==> config.mk <==
export PLATFORM = sky130hd
export DESIGN_NAME = hazard_ctrl_r1
export DESIGN_NICKNAME = d
export VERILOG_FILES = /design/src/rtl/hazard_ctrl_r1.sv
export SDC_FILE = /design/constraint.sdc
export NUM_CORES = 1
export LEC_CHECK = 0
export BUFFER_PORTS_ARGS = -buffer_cell sky130_fd_sc_hd__buf_4
export CORE_ASPECT_RATIO = 0.75
export CORE_MARGIN = 2
export CORE_UTILIZATION = 44
export CTS_CLUSTER_DIAMETER = 100
export DETAILED_ROUTE_END_ITERATION = 8
export GPL_TIMING_DRIVEN = 0
export MAX_ROUTING_LAYER = met4
export PLACE_DENSITY = 0.8
export REMOVE_ABC_BUFFERS = 1
export SLEW_MARGIN = 25
export SYNTH_ARGS = -nofsm -noshare
export SYNTH_HDL_FRONTEND = slang
export SYNTH_SLANG_ARGS = --single-unit
==> constraint.sdc <==
create_clock -name clk -period 3.5 [get_ports clk]
set_input_delay 0.7 -clock clk [delete_from_list [all_inputs] [get_ports clk]]
set_output_delay 0.7 -clock clk [all_outputs]
set_load 0.01 [all_outputs]
==> src/rtl/hazard_ctrl_r1.sv <==
// Pipeline hazard controller: N-source forwarding, load-use / branch-in-ID stalls, flushes, mul/div busy.
// Optional perf counters are built when HAZARD_PERF_CNT_EN is defined.
module hazard_ctrl_r1 #(
  parameter int REG_ADDR_WIDTH = 5,
  parameter int FWD_STAGES     = 2,
  parameter int FWD_SEL_WIDTH  = 3,
  parameter int MULDIV_CYCLES  = 32,
  parameter int CNT_WIDTH      = 16
) (
  input  logic                                 clk,
  input  logic                                 rst,
  input  logic [REG_ADDR_WIDTH-1:0]            id_rs,
  input  logic [REG_ADDR_WIDTH-1:0]            id_rt,
  input  logic                                 id_uses_rs,
  input  logic                                 id_uses_rt,
  input  logic                                 id_branch,
  input  logic                                 id_muldiv,
  input  logic                                 id_reads_hilo,
  input  logic                                 branchTaken,
  input  logic                                 jump,
  input  logic [REG_ADDR_WIDTH-1:0]            ex_rs,
  input  logic [REG_ADDR_WIDTH-1:0]            ex_rt,
  input  logic [REG_ADDR_WIDTH-1:0]            ex_regToWrite,
  input  logic                                 ex_regWrite,
  input  logic                                 ex_memRead,
  input  logic [FWD_STAGES*REG_ADDR_WIDTH-1:0] fwd_regToWrite,
  input  logic [FWD_STAGES-1:0]                fwd_regWrite,
  input  logic                                 fwd_memRead,
  output logic [FWD_SEL_WIDTH-1:0]             forwardA,
  output logic [FWD_SEL_WIDTH-1:0]             forwardB,
  output logic [FWD_SEL_WIDTH-1:0]             id_forwardA,
  output logic [FWD_SEL_WIDTH-1:0]             id_forwardB,
  output logic                                 pc_en_n,
  output logic                                 if_id_en_n,
  output logic                                 id_ex_bubble,
  output logic                                 if_id_flush,
  output logic                                 redirect,
  output logic                                 muldiv_busy
`ifdef HAZARD_PERF_CNT_EN
  ,
  output logic [CNT_WIDTH-1:0]                 stall_cycles,
  output logic [CNT_WIDTH-1:0]                 flush_count,
  output logic [CNT_WIDTH-1:0]                 muldiv_stall_cycles
`endif
);

  localparam int MD_W = (MULDIV_CYCLES > 2) ? $clog2(MULDIV_CYCLES) : 1;

  typedef enum logic {RUN, HOLD1} state_t;

  state_t              state;
  logic                reset_active;
  logic [MD_W-1:0]     md_cnt;
  logic                stall;
  logic                load_use;
  logic                br_alu;
  logic                br_mem;
  logic                md_stall;
  logic [FWD_STAGES-1:0] id_valid;

  function automatic logic src_match(input logic [REG_ADDR_WIDTH-1:0] dst,
                                     input logic [REG_ADDR_WIDTH-1:0] rs,
                                     input logic [REG_ADDR_WIDTH-1:0] rt,
                                     input logic urs, input logic urt);
    return (urs && (rs == dst)) || (urt && (rt == dst));
  endfunction

  // Walk from the oldest stage down so the lowest matching index is the last write.
  function automatic logic [FWD_SEL_WIDTH-1:0] fwd_sel(
      input logic [REG_ADDR_WIDTH-1:0]            src,
      input logic [FWD_STAGES-1:0]                valid,
      input logic [FWD_STAGES*REG_ADDR_WIDTH-1:0] dsts);
    logic [FWD_SEL_WIDTH-1:0] sel;
    sel = '0;
    if (src != '0) begin
      for (int unsigned k = FWD_STAGES; k > 0; k--) begin
        if (valid[k-1] && (dsts[(k-1)*REG_ADDR_WIDTH +: REG_ADDR_WIDTH] == src))
          sel = FWD_SEL_WIDTH'(k);
      end
    end
    return sel;
  endfunction

  always_comb begin
    id_valid = fwd_regWrite;
    if (fwd_memRead) id_valid[0] = 1'b0;

    load_use = ex_memRead && ex_regWrite && (ex_regToWrite != '0) &&
               src_match(ex_regToWrite, id_rs, id_rt, id_uses_rs, id_uses_rt);
    br_alu   = id_branch && ex_regWrite && !ex_memRead &&
               src_match(ex_regToWrite, id_rs, id_rt, id_uses_rs, id_uses_rt);
    br_mem   = id_branch && fwd_memRead && fwd_regWrite[0] &&
               src_match(fwd_regToWrite[REG_ADDR_WIDTH-1:0], id_rs, id_rt, id_uses_rs, id_uses_rt);
    md_stall = !reset_active && muldiv_busy && (id_muldiv || id_reads_hilo);
    stall    = !reset_active &&
               (load_use || br_alu || br_mem || md_stall || (state == HOLD1));
  end

  assign muldiv_busy = (md_cnt != '0);

  // While the reset flag is up every output is held at its reset value.
  always_comb begin
    forwardA     = '0;
    forwardB     = '0;
    id_forwardA  = '0;
    id_forwardB  = '0;
    pc_en_n      = 1'b0;
    if_id_en_n   = 1'b0;
    id_ex_bubble = 1'b1;
    if_id_flush  = 1'b0;
    redirect     = 1'b0;
    if (!reset_active) begin
      forwardA    = fwd_sel(ex_rs, fwd_regWrite, fwd_regToWrite);
      forwardB    = fwd_sel(ex_rt, fwd_regWrite, fwd_regToWrite);
      id_forwardA = fwd_sel(id_rs, id_valid, fwd_regToWrite);
      id_forwardB = fwd_sel(id_rt, id_valid, fwd_regToWrite);
      if (stall) begin
        pc_en_n      = 1'b1;
        if_id_en_n   = 1'b1;
        id_ex_bubble = 1'b1;
      end else begin
        id_ex_bubble = 1'b0;
        redirect     = branchTaken || jump;
        if_id_flush  = branchTaken || jump;
      end
    end
  end

  always_ff @(posedge clk) begin
    if (!rst) begin
      reset_active <= 1'b1;
      state        <= RUN;
      md_cnt       <= '0;
    end else begin
      reset_active <= 1'b0;
      case (state)
        RUN:     if (!reset_active && id_branch && load_use) state <= HOLD1;
        HOLD1:   state <= RUN;
        default: state <= RUN;
      endcase
      if (md_cnt != '0)
        md_cnt <= md_cnt - MD_W'(1);
      else if (!reset_active && id_muldiv && !stall)
        md_cnt <= MD_W'(MULDIV_CYCLES - 1);
    end
  end

`ifdef HAZARD_PERF_CNT_EN
  always_ff @(posedge clk) begin
    if (!rst) begin
      stall_cycles        <= '0;
      flush_count         <= '0;
      muldiv_stall_cycles <= '0;
    end else begin
      if (stall && (stall_cycles != '1))
        stall_cycles <= stall_cycles + CNT_WIDTH'(1);
      if (if_id_flush && (flush_count != '1))
        flush_count <= flush_count + CNT_WIDTH'(1);
      if (md_stall && (muldiv_stall_cycles != '1))
        muldiv_stall_cycles <= muldiv_stall_cycles + CNT_WIDTH'(1);
    end
  end
`endif

endmodule

# After elaboration in Yosys (flattened, before gate mapping)
# Index checks and enable logic that the tools add are counted.
# classes
add_sub_neg	1
n_eq_ne	12
muxes	27
n_bitwise	1
reduce_logical	46
# op_table
cell	count
== test 5 bit	12
2-to-1 mux 3 bit	12
nonzero test 5 bit	6
logical AND 1 bit	28
2-to-1 mux 5 bit	2
logical OR 1 bit	8
2-to-1 mux 1 bit	8
2-to-1 mux 2 bit	4
subtractor 5 x 1 -> 5 bit, second input constant	1
zero test 1 bit	3
case mux 1 bit (2 select lines)	1
nonzero test 2 bit	1
inverter 1 bit	1
# word_totals
regBits	7

# Longest topological paths before layout
# Gate-level depths: netlist of run 1.
# logic_depth
depth_word	13
mapped_depth	10

# Worst setup path before layout of run 1
# OpenSTA, ideal clock, no wires.
# synth_timing
kind	input to output
startpoint	input ex_regToWrite[1]
endpoint	output redirect
t_arrival_ns	2.325
t_required_ns	2.800
slack_ns	0.475
cell_stages	7
path_cell_list	or4_1 -> nor2_1 -> a21oi_1 -> a211oi_4 -> nand2_1 -> nor2_1 -> buf_4
# synth_via
elab_chain_cells	11
# synth_rtl
element	line_no	rtl
start, declared	23	input logic [REG_ADDR_WIDTH-1:0] ex_regToWrite,
== test 5 bit	65	return (urs && (rs == dst)) || (urt && (rt == dst));
logical AND 1 bit	65	
logical OR 1 bit	65	
logical AND 1 bit, on equally long branches	88, 90	
logical OR 1 bit * (4 in series)	96	(load_use || br_alu || br_mem || md_stall || (state == HOLD1));
logical AND 1 bit *	95	stall = !reset_active &&
2-to-1 mux 1 bit * (2 in series)	n/a	
end, declared	37	output logic redirect,
# Every way passes the cells marked *; elsewhere a longest branch is shown, timed or not.

# Worst setup path after layout of run 1
# layout_timing
startpoint	register md_cnt[0]
endpoint	output redirect
# layout_via
elab_chain_cells	8
# layout_rtl
element	line_no	rtl
start, declared	53	logic [MD_W-1:0] md_cnt;
start signal, assigned	142	md_cnt <= md_cnt - MD_W'(1);
start signal, assigned	144	md_cnt <= MD_W'(MULDIV_CYCLES - 1);
nonzero test 5 bit	99	assign muldiv_busy = (md_cnt != '0);
logical AND 1 bit (2 in series)	94	md_stall = !reset_active && muldiv_busy && (id_muldiv || id_reads_hilo);
logical OR 1 bit (2 in series)	96	
logical AND 1 bit	95	
2-to-1 mux 1 bit	117	if (stall) begin
2-to-1 mux 1 bit	112	if (!reset_active) begin
# No other way between the ends.

==> results of run 1 <==
[final cells by class]
type	count	share of cell area (%)
Sequential cell	7	8.50
Clock buffer	4	1.59
Timing Repair Buffer	62	28.2
Tap cell	36	2.73
Multi-Input combinational cell	134	58.0
Inverter	4	0.911
[kinds of logic after synthesis]
logic type	synth area share [%]
other	0.319
and+or+nand+nor	30.0
xor gates and xnor gates	39.5
AOI/OAI and AO/OA	7.56
DFF	11.9
buffers and inverters	7.67
muxes	0.852
adders and majority gates	2.13
[tightest hold or removal path, cell delays in order, from the launching register on]
cell	delay, ps
dfxtp_1	330
nand2_1	60
mux2i_1	60
[cells in the mapped netlist, types with 2 or more instances]
library cell,instances
xnor2_1,39
xor2_1,14
nor2_1,13
nand2_1,10
dfxtp_1,7
nand4_1,7
buf_4,6
nand3_1,6
nor4_1,6
nor3_1,5
or4_1,5
clkbuf_1,4
inv_1,4
a21oi_1,3
and4_1,3
a211oi_1,2
ha_1,2
nand2b_1,2
[sequential cells by signal (all words and copies together) (netlist names)]
| name | cells |
|---|---|
| state | 1 |
| reset_active | 1 |
| md_cnt | 5 |
[metrics by stage]
step	setup slack (ps)	util (%)	cell area (um^2)	std cells	power, W
after floorplan	552	-	1110	145	0.000326
after global placement	408	62.8	1620	243	0.000447
after detailed placement	388	62.8	1620	243	0.000460
after CTS	243	63.8	1650	247	0.000542
after global routing	76.9	63.8	1650	247	0.000578
final	248	63.8	1650	247	0.000542
[how the worst min path moves through the flow]
stage / start / endpoint / slack [ps]
after floorplan: md_cnt[1]$_SDFFE_PN0P_ / md_cnt[1]$_SDFFE_PN0P_ / 450
after global placement: md_cnt[1]$_SDFFE_PN0P_ / md_cnt[1]$_SDFFE_PN0P_ / 480
after detailed placement: md_cnt[1]$_SDFFE_PN0P_ / md_cnt[1]$_SDFFE_PN0P_ / 500
after CTS: md_cnt[1]$_SDFFE_PN0P_ / md_cnt[1]$_SDFFE_PN0P_ / 510
after global routing: md_cnt[1]$_SDFFE_PN0P_ / md_cnt[1]$_SDFFE_PN0P_ / 530
final: md_cnt[1]$_SDFFE_PN0P_ / md_cnt[1]$_SDFFE_PN0P_ / 500
[layer usage]
layer / wire, um / up-vias / global-route usage [%]
met2: 1700 / 53 / 37.0
met1: 1660 / 619 / 35.8
li1: - / 640 / -
met5: 0 / - / -
met4: 29 / 0 / 5.80
met3: 305 / 4 / 4.88
[where the power goes]
group / internal [W] / switching (W) / total, W / leakage [nW]
registers: 0.000105 / 0.0000220 / 0.000127 / 0.0582
logic: 0.000168 / 0.000167 / 0.000335 / 0.610
clock network: 0.0000439 / 0.0000360 / 0.0000799 / 0.0150
total: 0.000317 / 0.000225 / 0.000542 / 0.683
==> run metrics, run 1 <==
Max stage delay on crit path approximately 610 ps; most frequent cells in the layout buf_4, xnor2_1, xor2_1; Clock Tree Buf Depth 2; Post-Route WL 3.69 mm; initial antenna violation count 0; H-tree levels 1; Seq/Total Area, Yosys 11.9%; LEAKAGE 0.683 nW; die area 0.00310 mm^2; Layout Skew slightly below 6 ps; area share of the largest cell type after synthesis around 29%; outcome finished, final reports clean; Area Growth Syn to Fin 40.3%; Crit Path Max Fanout 7; drt pass-1 iters 4; Synth Cell Area between 0.001 and 0.0015 mm^2; Cell Rows 16; area leader, netlist xnor2_1; critical path class reg2out; ant diodes 0; Power per Cell Area 329 mW/mm^2; post-synth cell types 34; Vias/cell ~5.3; Area contributors post-synth xnor2_1, dfxtp_1, xor2_1; area of the multi-input gates around 960 um^2; max cap viols 0; VDD IR-drop max between 0.15 and 0.2 mV; clock sink total 7; vias about 1300; Worst-Skew Late Latency 270 ps; vias in the first global route about 1200; Critical Path Sink Type output pin; chip width around 64 um; r2r setup slk between 1000 and 1500 ps; CP cell instances inv_1 > ha_1 > or4b_1 > a31oi_1 > o21ai_1 > a211oi_4 > nand2_1 > nor2_1 > buf_4; CP arrival 2550 ps; Ys Warns 0; Post-synth EDFFs 0; fin nets 263; crit path from md_cnt[0]$_SDFFE_PN0P_; WL per Instance about 15 um; CTS Buf Count 3; Worst Setup Start Kind register; worst reg2reg path startpoint md_cnt[0]$_SDFFE_PN0P_; endpoints failing setup 0; first-pass GRT wire length about 6.0 mm; Slowest-stage cell, CP or4b_1; IO Port Bufs 62; Total GRT Usage between 20% and 30%; fin crit share 92.9%; CTS root buffer clkbuf_4; capturing point of the worst reg2reg path md_cnt[4]$_SDFFE_PN0P_; Setup crit end redirect; Fillers 234; pin count of the biggest net entering global routing 8; Synth Flop Type dfxtp_1; synthesis-stage register bit count 7; hold_buf cts 0; GRT overflow 0; post-CTS setup buffer count 0; Reg area 140 um^2; Post-Synthesis Cells about 150; GP Congestion around 0.98; DRT antenna net count 0; Post-DP HPWL between 3 and 4 mm; final setup TNS 0 ps; Min Clock Period, post-route 3250 ps; most common cell after layout, fill and taps aside buf_4; layout cell share with drive strength beyond 1 31.8%; max frequency about 310 MHz; Top delay family on crit path simple AND/OR/NAND/NOR gates; Hold WS between 500 and 600 ps; Hold Crit Depth 2; IO Count 67; CP bufs+invs 2; RSZ-0062 raised after global routing false; Post-CTS Resized 0; CTS clk-pin slew, worst paths roughly 60 ps; CTS tree yes; Final Hold Vio Count 0; Mean Syn Cell Area 7.63 um^2; Detailed Route Iter0 Violations 71; DRC viols 0; Max Slew Vio Count 0; Reg2Reg Depth 8; core area approximately 0.0026 mm^2; HP Class reg2reg; WP depth 9; ys async rst share 0%; CP required approximately 2800 ps; Die Ht between 40 and 50 um; Initial Util ~45%
No activity file was read; power rests on OpenSTA's default activity.
==> inputs of run 2 (changes only) <==
CORE_MARGIN = 5   (was 2)
RECOVER_POWER = 50   (was default)
==> run metrics, run 2 (synthesis gave the netlist of run 1 again) <==
outcome finished, final reports clean; layout cell share with drive strength beyond 1 28.9%; Worst Setup Start Kind register; Fillers around 240; VDD IR-drop max 0.129 mV; final non-filler cell area 0.00161 mm^2; LEAKAGE 0.663 nW; Crit Path Max Fanout 7; Min Clock Period, post-route approximately 3100 ps; hold_sp md_cnt[1]$_SDFFE_PN0P_; max frequency roughly 320 MHz; Internal Power between 0.0003 and 0.0004 W; Setup crit end redirect; Total GRT Usage around a fifth; IO Port Bufs just over 60; DRT antenna net count 0; Worst-Skew Late Latency roughly 260 ps; Critical Path Sink Type output pin; share of power burned in registers about 24%; Area Growth Syn to Fin 37.4%; GRT overflow 0; endpoints failing setup 0; Final Hold Vio Count 0; Max Slew Vio Count 0; Biggest register md_cnt; ant diodes 0; chip width about 70 um; IO Count 67; r2r setup slk roughly 1100 ps; GP Congestion 0.886; die area 0.00381 mm^2; CTS Buf Count 3; Clock Tree Buf Depth 2; Cell Rows 16; vias in the first global route approximately 1300; max cap viols 0; Post-DP HPWL approximately 3.4 mm; HP Class reg2reg; Vias/cell approximately 5.3; Psw approximately 0.00022 W; max reg flops 5; Die Ht ~55 um; most common cell after layout, fill and taps aside buf_4; RSZ-0062 raised after global routing false; Post-CTS Resized 0; CP required around 2800 ps; Slew Limit Headroom roughly two thirds; crit path from md_cnt[0]$_SDFFE_PN0P_; Layout Skew roughly 3.7 ps; clock sink total 7; initial antenna violation count 0; Sw Ratio 42.0%; Reg2Reg Depth 8; Post-Route WL 3.89 mm; Least-Margin Pin Slew ~500 ps; clock network power share between 10% and 20%; hold_buf cts 0; final setup TNS 0 ps; most frequent cells in the layout buf_4, xnor2_1, xor2_1; fin crit share between 80% and 90%; Power per Cell Area between 300 and 400 mW/mm^2; Cell Area, Placed 0.00162 mm^2; largest registers md_cnt x5, reset_active x1, state x1; Initial Util 45.5%; CTS root buffer clkbuf_4; capturing point of the worst reg2reg path md_cnt[4]$_SDFFE_PN0P_; first-pass GRT wire length 6.12 mm; vias about 1300; pin count of the biggest net entering global routing 8; post-CTS setup buffer count 0; core area between 0.002 and 0.003 mm^2; CTS tree yes; Comb power frac approximately three fifths; worst reg2reg path startpoint md_cnt[0]$_SDFFE_PN0P_; critical path class reg2out; H-tree levels 1; WL per Instance 15.8 um; CTS clk-pin slew, worst paths 50 ps; drt pass-1 iters 4; CP arrival around 2500 ps; fin nets ~260; DRC viols 0; Detailed Route Iter0 Violations 62
==> run 2: changes by cell type in the layout (fill, tap and decap cells not counted), sizes merged <==
cell | before | now
buf | 62 | 57
clkbuf | 4 | 9
==> run 2: per-stage QoR <==
step           util, %  hold slack [ps]  cells  total power, W  setup WS (ps)
3_5_place_dp      62.8              503    243        0.000465            381
3_3_place_gp      62.8              468    243        0.000445            437
2_1_floorplan        -              451    145        0.000326            552
5_1_grt           62.5              547    247        0.000568            100
6_report          62.5              510    247        0.000525            350
4_1_cts           63.8              511    247        0.000542            249
==> run 2: worst min path at each step <==
stage / cells after the start / end
after CTS: 2 / md_cnt[1]$_SDFFE_PN0P_
after detailed placement: 2 / md_cnt[1]$_SDFFE_PN0P_
final: 2 / md_cnt[1]$_SDFFE_PN0P_
after global placement: 2 / md_cnt[1]$_SDFFE_PN0P_
after global routing: 2 / md_cnt[1]$_SDFFE_PN0P_
after floorplan: 2 / md_cnt[1]$_SDFFE_PN0P_
==> run 2: cell type report <==
class                           instances  area [um^2]  share of cell area [%]
Timing Repair Buffer                   62          447                    27.7
Inverter                                4         15.0                   0.930
Clock buffer                            4         26.3                    1.63
Multi-Input combinational cell        134          941                    58.3
Tap cell                               36         45.0                    2.79
Sequential cell                         7          140                    8.68
==> run 2: power groups by stage <==
stage | registers [W] | logic [W] | clock network (W)
3_3_place_gp | 0.000125 | 0.000320 | 0
6_report | 0.000126 | 0.000323 | 0.0000754
4_1_cts | 0.000126 | 0.000339 | 0.0000770
3_5_place_dp | 0.000128 | 0.000337 | 0
5_1_grt | 0.000130 | 0.000359 | 0.0000796
2_1_floorplan | 0.000121 | 0.000204 | 0
==> run 2: critical path, cell delays in order (launching register included) <==
cell and delay [ps]:
dfxtp_1 320, inv_1 90, ha_1 160, or4b_1 590
a31oi_1 210, o21ai_1 120, a211oi_4 290, nand2_1 110
nor2_1 150, buf_4 140
==> run 2: routing by layer <==
metal	share of wire, %	routed length (um)	track usage, %
met5	0	0	-
met4	0.85	33	4.14
met3	7.5	293	2.75
met2	50	1950	36.7
met1	42	1620	26.3
==> inputs of run 3 (changes only) <==
PLACE_DENSITY = 0.83   (was 0.8)
==> run metrics, run 3 (synthesis gave the netlist of run 1 again) <==
max reg flops 5; largest registers md_cnt x5, reset_active x1, state x1; GRT overflow 0; max frequency between 300 and 400 MHz; pin count of the biggest net entering global routing 8; Worst Setup Start Kind register; Crit Path Max Fanout 7; CTS tree yes; H-tree levels 1; WL per Instance between 15 and 20 um; Max Used Layer met4; drt pass-1 iters 4; Critical Path Sink Type output pin; vias in the first global route roughly 1200; area of the multi-input gates approximately 940 um^2; Vias/cell 5.22; layout cell share with drive strength beyond 1 between 20% and 30%; DRC viols 0; RSZ-0062 raised after global routing false; die area between 0.003 and 0.004 mm^2; Final Total Pwr approximately 0.0005 W; Final Util between 60% and 70%; vias 1289; clock sink total 7; VDD IR-drop max 0.147 mV; Die Ht 54.8 um; Comb power frac about three fifths; CP required ~2800 ps; first-pass GRT wire length around 5.8 mm; dpl cells approximately 240; CTS Buf Count 3; endpoints failing setup 0; Clock Tree Buf Depth 2; Max Slew Vio Count 0; hold_buf cts 0; fin crit share roughly 88%; outcome finished, final reports clean; HP Class reg2reg; Post-DP HPWL ~3.2 mm; core area 0.00258 mm^2; chip width approximately 70 um; LEAKAGE between 0.6 and 0.7 nW; IO Port Bufs 62; Area Growth Syn to Fin 37.4%; Psw 0.000211 W; Sw Ratio ~40%; Reg area between 100 and 150 um^2; Total GRT Usage roughly 20%; most frequent cells in the layout buf_4, xnor2_1, xor2_1; Min Clock Period, post-route 3090 ps; Detailed Route Iter0 Violations between 40 and 50; Post-Route WL 3.72 mm; Met1 Wirelength about 1.7 mm; Biggest register md_cnt; DR WL met2 about 1.7 mm; max cap viols 0; CP arrival roughly 2400 ps; Worst-Skew Late Latency 270 ps; Cell Area, Placed 0.00162 mm^2; Cell Rows 16; Fillers between 200 and 250; post-CTS setup buffer count 0; final setup TNS 0 ps; share of power burned in registers about a quarter; critical path class reg2out; DRT antenna net count 0; Post-CTS Resized 0; CTS clk-pin slew, worst paths roughly 60 ps; CTS root buffer clkbuf_4; IO Count between 60 and 70; ant diodes 0; final non-filler cell area between 0.0015 and 0.002 mm^2; Internal Power between 0.0003 and 0.0004 W; Power per Cell Area roughly 320 mW/mm^2; Initial Util a little under half; initial antenna violation count 0; fin nets about 260; GP Congestion roughly 0.83; Post-Layout Cell Count about 250; clock network power share 15.6%; metal3 WL between 300 and 400 um; Final Hold Vio Count 0; Layout Skew 8.22 ps; most common cell after layout, fill and taps aside buf_4
run 3: cell counts in the layout (fill, tap and decap cells not counted):
No cell type changed its count.
run 3: cell type report:
cell class / instances / area share [%]
Sequential cell: 7 / 8.68
Timing Repair Buffer: 62 / 27.7
Tap cell: 36 / 2.79
Inverter: 4 / 0.930
Multi-Input combinational cell: 134 / 58.3
Clock buffer: 4 / 1.63
run 3: per-layer routing:
layer | vias up | track usage, %
met4 | 0 | 5.10
li1 | 638 | -
met3 | 2 | 4.59
met5 | - | -
met2 | 59 | 33.9
met1 | 590 | 24.9
run 3: power by group through the flow:
stage               Clock [W]  Combinational, W  Sequential [W]
global placement            0          0.000320        0.000126
global route        0.0000880          0.000347        0.000129
floorplan                   0          0.000204        0.000121
CTS                 0.0000814          0.000326        0.000126
detailed placement          0          0.000324        0.000127
finish              0.0000801          0.000309        0.000126
run 3: final timing paths:
| check | startpoint | end | slack (ps) | cells after the start |
|---|---|---|---|---|
| hold reg to reg | md_cnt[1]$_SDFFE_PN0P_ | md_cnt[1]$_SDFFE_PN0P_ | 500 | 2 |
| setup reg to reg | md_cnt[0]$_SDFFE_PN0P_ | md_cnt[3]$_SDFFE_PN0P_ | 1220 | 8 |
| setup / recovery | md_cnt[0]$_SDFFE_PN0P_ | if_id_flush | 410 | 9 |
| hold / removal | md_cnt[1]$_SDFFE_PN0P_ | md_cnt[1]$_SDFFE_PN0P_ | 500 | 2 |
run 3: stage by stage:
stage / setup WS [ps] / hold slack (ps)
2_1_floorplan: 552 / 451
3_5_place_dp: 430 / 505
6_report: 405 / 505
4_1_cts: 283 / 513
3_3_place_gp: 456 / 468
5_1_grt: 172 / 539
run 3: worst max-delay path: stages, from the launching register on:
cell	delay, ps
dfxtp_1	320
inv_1	90
ha_1	150
or4b_1	580
a31oi_1	210
o21ai_1	120
a211oi_4	270
nand2_1	100
nor2_1	150
buf_4	150
